[config.mk]
export PLATFORM = sky130hd
export DESIGN_NAME = mvm_feeder
export DESIGN_NICKNAME = d
export VERILOG_FILES = /design/src/rtl/mvm_pkg.sv /design/src/rtl/mvm_vec_buf.sv /design/src/rtl/mvm_feeder.sv
export SDC_FILE = /design/constraint.sdc
export NUM_CORES = 1
export LEC_CHECK = 0
export ABC_CLOCK_PERIOD_IN_PS = 5500
export BUFFER_PORTS_ARGS = -buffer_cell sky130_fd_sc_hd__buf_2
export CAP_MARGIN = 10
export CORE_AREA = 2 2 292 294
export CTS_BUF_LIST = sky130_fd_sc_hd__clkbuf_8
export DETAILED_ROUTE_END_ITERATION = 8
export DIE_AREA = 0 0 294 296
export PLACE_DENSITY = 0.77
export SYNTH_ARGS = -nofsm -noshare
export SYNTH_HDL_FRONTEND = slang
export SYNTH_SLANG_ARGS = --single-unit
[constraint.sdc]
create_clock -name clk -period 5.5 [get_ports clk]
set_input_delay 0.55 -clock clk [delete_from_list [all_inputs] [get_ports clk]]
set_output_delay 0.55 -clock clk [all_outputs]
set_load 0.05 [all_outputs]
[src/rtl/mvm_pkg.sv]
// Shared constants, index-width helper and FSM state type for the MVM feeder.
package mvm_pkg;

    localparam int unsigned DW    = 8;
    localparam int unsigned COLS  = 128;
    localparam int unsigned ROWS  = 128;
    localparam int unsigned ACC_W = 28;

    // Counter width for n entries; never narrower than one bit.
    function automatic int unsigned idx_w(input int unsigned n);
        return (n > 1) ? $clog2(n) : 1;
    endfunction

    localparam int unsigned CIDX_W = idx_w(COLS);
    localparam int unsigned RIDX_W = idx_w(ROWS);

    typedef enum logic [1:0] {
        StIdle,
        StLoadVec,
        StStream,
        StDone
    } state_e;

endpackage

[src/rtl/mvm_vec_buf.sv]
// Vector buffer: COLS x DW storage, one synchronous write port, one async read port.
// Contents are deliberately not reset; every job reloads the whole vector.
module mvm_vec_buf
    import mvm_pkg::*;
#(
    parameter int unsigned DW   = mvm_pkg::DW,
    parameter int unsigned COLS = mvm_pkg::COLS,
    parameter int unsigned AW   = idx_w(COLS)
) (
    input  logic          clk_i,
    input  logic          we_i,
    input  logic [AW-1:0] waddr_i,
    input  logic [DW-1:0] wdata_i,
    input  logic [AW-1:0] raddr_i,
    output logic [DW-1:0] rdata_o
);

    logic [DW-1:0] mem_q [COLS];

    // Write port: store one vector element per accepted transfer.
    always_ff @(posedge clk_i) begin
        if (we_i) begin
            mem_q[waddr_i] <= wdata_i;
        end
    end

    assign rdata_o = mem_q[raddr_i];

endmodule

[src/rtl/mvm_feeder.sv]
// Matrix-vector feeder: loads a vector, then streams signed element products of each
// matrix row against it to a downstream accumulator with restart/last markers.
module mvm_feeder
    import mvm_pkg::*;
#(
    parameter int unsigned DW   = mvm_pkg::DW,
    parameter int unsigned COLS = mvm_pkg::COLS,
    parameter int unsigned ROWS = mvm_pkg::ROWS
) (
    input  logic             clk,
    input  logic             reset,
    input  logic             start,
    input  logic             vec_valid,
    input  logic [DW-1:0]    vec_data,
    output logic             vec_ready,
    input  logic             mat_valid,
    input  logic [DW-1:0]    mat_data,
    output logic             mat_ready,
    output logic [ACC_W-1:0] prod_o,
    output logic             aac_o,
    output logic             last_o,
    output logic             busy,
    output logic             done
);

    localparam int unsigned CW = idx_w(COLS);
    localparam int unsigned RW = idx_w(ROWS);
    localparam int unsigned PW = 2 * DW;
    localparam logic [CW-1:0] CLast = CW'(COLS - 1);
    localparam logic [RW-1:0] RLast = RW'(ROWS - 1);

    state_e state_q, state_d;
    logic [CW-1:0] vidx_q, vidx_d;
    logic [CW-1:0] cidx_q, cidx_d;
    logic [RW-1:0] ridx_q, ridx_d;
    logic [ACC_W-1:0] prod_q, prod_d;
    logic aac_q, aac_d;
    logic last_q, last_d;

    logic vec_hs, mat_hs;
    logic [DW-1:0] buf_rdata;
    logic signed [PW-1:0] prod_full;

    mvm_vec_buf #(
        .DW   (DW),
        .COLS (COLS),
        .AW   (CW)
    ) u_vec_buf (
        .clk_i   (clk),
        .we_i    (vec_hs),
        .waddr_i (vidx_q),
        .wdata_i (vec_data),
        .raddr_i (cidx_q),
        .rdata_o (buf_rdata)
    );

    assign vec_ready = (state_q == StLoadVec);
    assign mat_ready = (state_q == StStream);
    assign busy      = (state_q != StIdle);
    assign done      = (state_q == StDone);
    assign vec_hs    = vec_valid & vec_ready;
    assign mat_hs    = mat_valid & mat_ready;

    // Full-precision signed product; operands sign-extended before multiplying.
    assign prod_full = PW'($signed(mat_data)) * PW'($signed(buf_rdata));

    // Next-state, counter and registered-output logic.
    always_comb begin
        state_d = state_q;
        vidx_d  = vidx_q;
        cidx_d  = cidx_q;
        ridx_d  = ridx_q;
        prod_d  = '0;
        aac_d   = 1'b0;
        last_d  = 1'b0;
        unique case (state_q)
            StIdle: begin
                if (start) begin
                    state_d = StLoadVec;
                    vidx_d  = '0;
                    cidx_d  = '0;
                    ridx_d  = '0;
                end
            end
            StLoadVec: begin
                if (vec_hs) begin
                    if (vidx_q == CLast) begin
                        vidx_d  = '0;
                        state_d = StStream;
                    end else begin
                        vidx_d = vidx_q + CW'(1);
                    end
                end
            end
            StStream: begin
                // A bubble feeds zero with accumulate held so the running sum survives.
                aac_d = 1'b1;
                if (mat_hs) begin
                    prod_d = ACC_W'(prod_full);
                    aac_d  = (cidx_q != '0);
                    last_d = (cidx_q == CLast);
                    if (cidx_q == CLast) begin
                        cidx_d = '0;
                        if (ridx_q == RLast) begin
                            state_d = StDone;
                        end else begin
                            ridx_d = ridx_q + RW'(1);
                        end
                    end else begin
                        cidx_d = cidx_q + CW'(1);
                    end
                end
            end
            StDone: begin
                state_d = StIdle;
            end
            default: begin
                state_d = StIdle;
            end
        endcase
    end

    // State, counters and product register with synchronous reset.
    always_ff @(posedge clk) begin
        if (reset) begin
            state_q <= StIdle;
            vidx_q  <= '0;
            cidx_q  <= '0;
            ridx_q  <= '0;
            prod_q  <= '0;
            aac_q   <= 1'b0;
            last_q  <= 1'b0;
        end else begin
            state_q <= state_d;
            vidx_q  <= vidx_d;
            cidx_q  <= cidx_d;
            ridx_q  <= ridx_d;
            prod_q  <= prod_d;
            aac_q   <= aac_d;
            last_q  <= last_d;
        end
    end

    assign prod_o = prod_q;
    assign aac_o  = aac_q;
    assign last_o = last_q;

endmodule

==> flow_summary.json <==
{
  "routedWlPerCell_um": 27.4,
  "slew_violations": 0,
  "final.setup.tns_ns": -5.05,
  "gr-total-overflow": 0,
  "max_freq_mhz": 160,
  "post-dp-hpwl_mm": 64.1,
  "clk_latency_ns": 0.85,
  "start_kind": "register",
  "num_rows": 107,
  "area_delta_synth_final_pct": 16.8,
  "setup_ws_ns": -0.769,
  "vias_per_cell": 6.20,
  "ys_seq_area_share_pct": 71.9,
  "firstDrtPassIters": 8,
  "gp_congestion": 0.886,
  "slowest_stage": "mux4_2",
  "maxCapViolCount": 0,
  "port_buffers": 54,
  "violations": "setup timing",
  "worstPathCellList": "buf_12 -> buf_12 -> mux4_2 -> mux4_2 -> a22o_1 -> nor2_1 -> buf_4 -> nand3_4 -> buf_4 -> and2_1 -> ha_2 -> fa_1 -> ha_1 -> inv_2 -> fa_1 -> inv_2 -> ha_4 -> fa_2 -> a21o_1 -> a21oi_4 -> o21bai_4 -> a2111o_1 -> a41oi_2 -> mux2i_1",
  "dr.first_iter.drc_count": 2569,
  "fp.dieW_um": 294,
  "final_cell_area_um2": 51500,
  "setup_viol": 10,
  "place_area_um2": 46900,
  "ios": 55,
  "filler_cell_count": 5556,
  "grt_pass1_wl_mm": 154,
  "synth_cell_types": 60,
  "critPathKind": "reg -> reg",
  "mappedNetlistNets": 2364,
  "fin_crit_ns": 6.27,
  "drc_errors": 0,
  "grt.total_usage_pct": 24.3,
  "ys_seq_elements": 1072,
  "finalPower_mw": 23.5,
  "vdd_drop_max_v": 0.000757,
  "die_height_um": 296,
  "vias": 23600,
  "synthTopCellsByArea": "edfxtp_1 (70%), mux4_2 (14%), fa_1 (2.5%)",
  "die-area_um2": 87000,
  "power_density_nw_per_um2": 456,
  "worst-path-buf-inv": 6,
  "grt_max_degree": 105,
  "netlist.area_leader.share_pct": 69.7,
  "worstPathArrival_ns": 7.03,
  "ant_nets": 0,
  "worstMarginPinSlew_ns": 1.19,
  "synth_most_common_cell": "edfxtp_1",
  "period_share_pct": 114,
  "p_leak_nw": 16.8,
  "drive_above_1_share_pct": 32.5,
  "worst_clock_skew_ns": 0.0407,
  "hold_violations": 0,
  "clk_path_buf_depth": 3,
  "cp_top_family": "adder cells",
  "async_flop_share_pct": 0,
  "antenna_found_initial": 2,
  "synthTopCellsByCount": "edfxtp_1 (1024), mux4_2 (272), nor2_1 (193)",
  "cts_buffers": 166,
  "htree_levels": 4,
  "max-slew-margin-rel_pct": 20.3,
  "yosysTopAreaCell": "edfxtp_1",
  "crit_path_end_kind": "register",
  "synth-edff-count": 1024,
  "rsz0062_at_grt": "yes",
  "first_global_vias": 24300,
  "crit_fanout": 6,
  "root_buffer": "clkbuf_8",
  "crit_path_max_incr_delay_ns": 0.55,
  "hp-class": "in -> reg",
  "status": "finished with violations",
  "synth_warnings": 0,
  "synth_area_um2": 44100,
  "wl_mm": 104,
  "synthCells": 2250,
  "clk_pin_slew_ns": 0.07,
  "synth_ff_type": "edfxtp_1",
  "start_util_pct": 52.4,
  "cts_tree": "done",
  "layout.nets": 2714,
  "syn_area_per_cell_um2": 19.6,
  "clock-sinks": 1072,
  "crit_required_ns": 6.26,
  "coreArea_um2": 84200
}
-- state kept, by name (all words and copies together), names as in the netlist, named ones only --
register         flops
u_vec_buf.mem_q   1024
prod_o              16
cidx_q               7
ridx_q               7
vidx_q               7
state_q              2
aac_o                1
last_o               1
-- kinds of logic after synthesis --
family	after synthesis	share of synthesized area [%]
compound gates	113	1.84
xor+xnor	26	0.516
buf+inv	198	2.23
mux	348	15.6
simple gates	400	4.33
fa+ha+maj	93	3.57
flops	1072	71.9
-- worst paths after layout --
path	start	end	slack, ns	cells after the start
setup / recovery	register	prod_o[14]	-0.77	24
hold / removal	mat_data[0]	prod_o[0]	0.09	2
setup reg to reg	register	prod_o[14]	-0.77	24
hold reg to reg	ridx_q[0]	ridx_q[0]	0.54	2
-- cell type report --
class                           count  area, µm²  share of cell area [%]
Timing Repair Buffer              292       3030                    5.88
Antenna cell                        1       2.50                 0.00486
Sequential cell                  1072      31700                    61.6
Clock buffer                      171       2350                    4.57
Multi-Input combinational cell    980      11900                    23.2
Tap cell                         1090       1360                    2.65
Inverter                           88        333                   0.646
Clock inverter                    115        767                    1.49
-- per-stage QoR --
stage	hold slack [ns]	cells	util [%]	worst slack, ns
3_3_place_gp	0.492	3460	55.7	-0.951
3_5_place_dp	0.528	3460	55.7	-1.02
4_1_cts	0.0318	3796	60.9	-0.647
5_1_grt	0.0675	3809	61.2	-0.916
2_1_floorplan	0.479	2250	-	-0.0248
6_report	0.0856	3809	61.2	-0.769
-- report_power, final --
group,internal (mW),switching (mW)
Combinational,4.08,3.98
Clock,3.21,3.17
Sequential,8.99,0.0421
Total,16.3,7.19
-- what timing repair did --
action                     4_1_cts  5_1_grt
pin swaps                       53       26
gates resized for setup        113       38
setup endpoints to repair       10       10
hold buffers                     1        0
cloned                          12        0
hold endpoints to repair         2        0
buffers inserted                37       12
-- layout by cell type (no fill, tap or decap), drive strengths merged, types with 6 or more instances in the layout --
cell    instances
xnor2          13
or3             9
dfxtp          48
a22o           15
fa             55
mux4          272
nor2b           9
nand4           8
nand3b         11
edfxtp       1024
xor2           13
ha             38
a22oi          26
bufinv          6
o21ai           9
and2           50
clkbuf        171
clkinv         50
nand3          37
nor2          193
mux2i          73
a21oi          14
inv           144
nor3            8
buf           286
o22ai          19
nand2          48
-- layer usage --
layer  track usage [%]  share of wire (%)
met5                 0                  0
met4              9.74                3.2
met3              5.73                9.5
met2              39.1                 49
met1              32.3                 38
(Power assumes the default switching activity.)
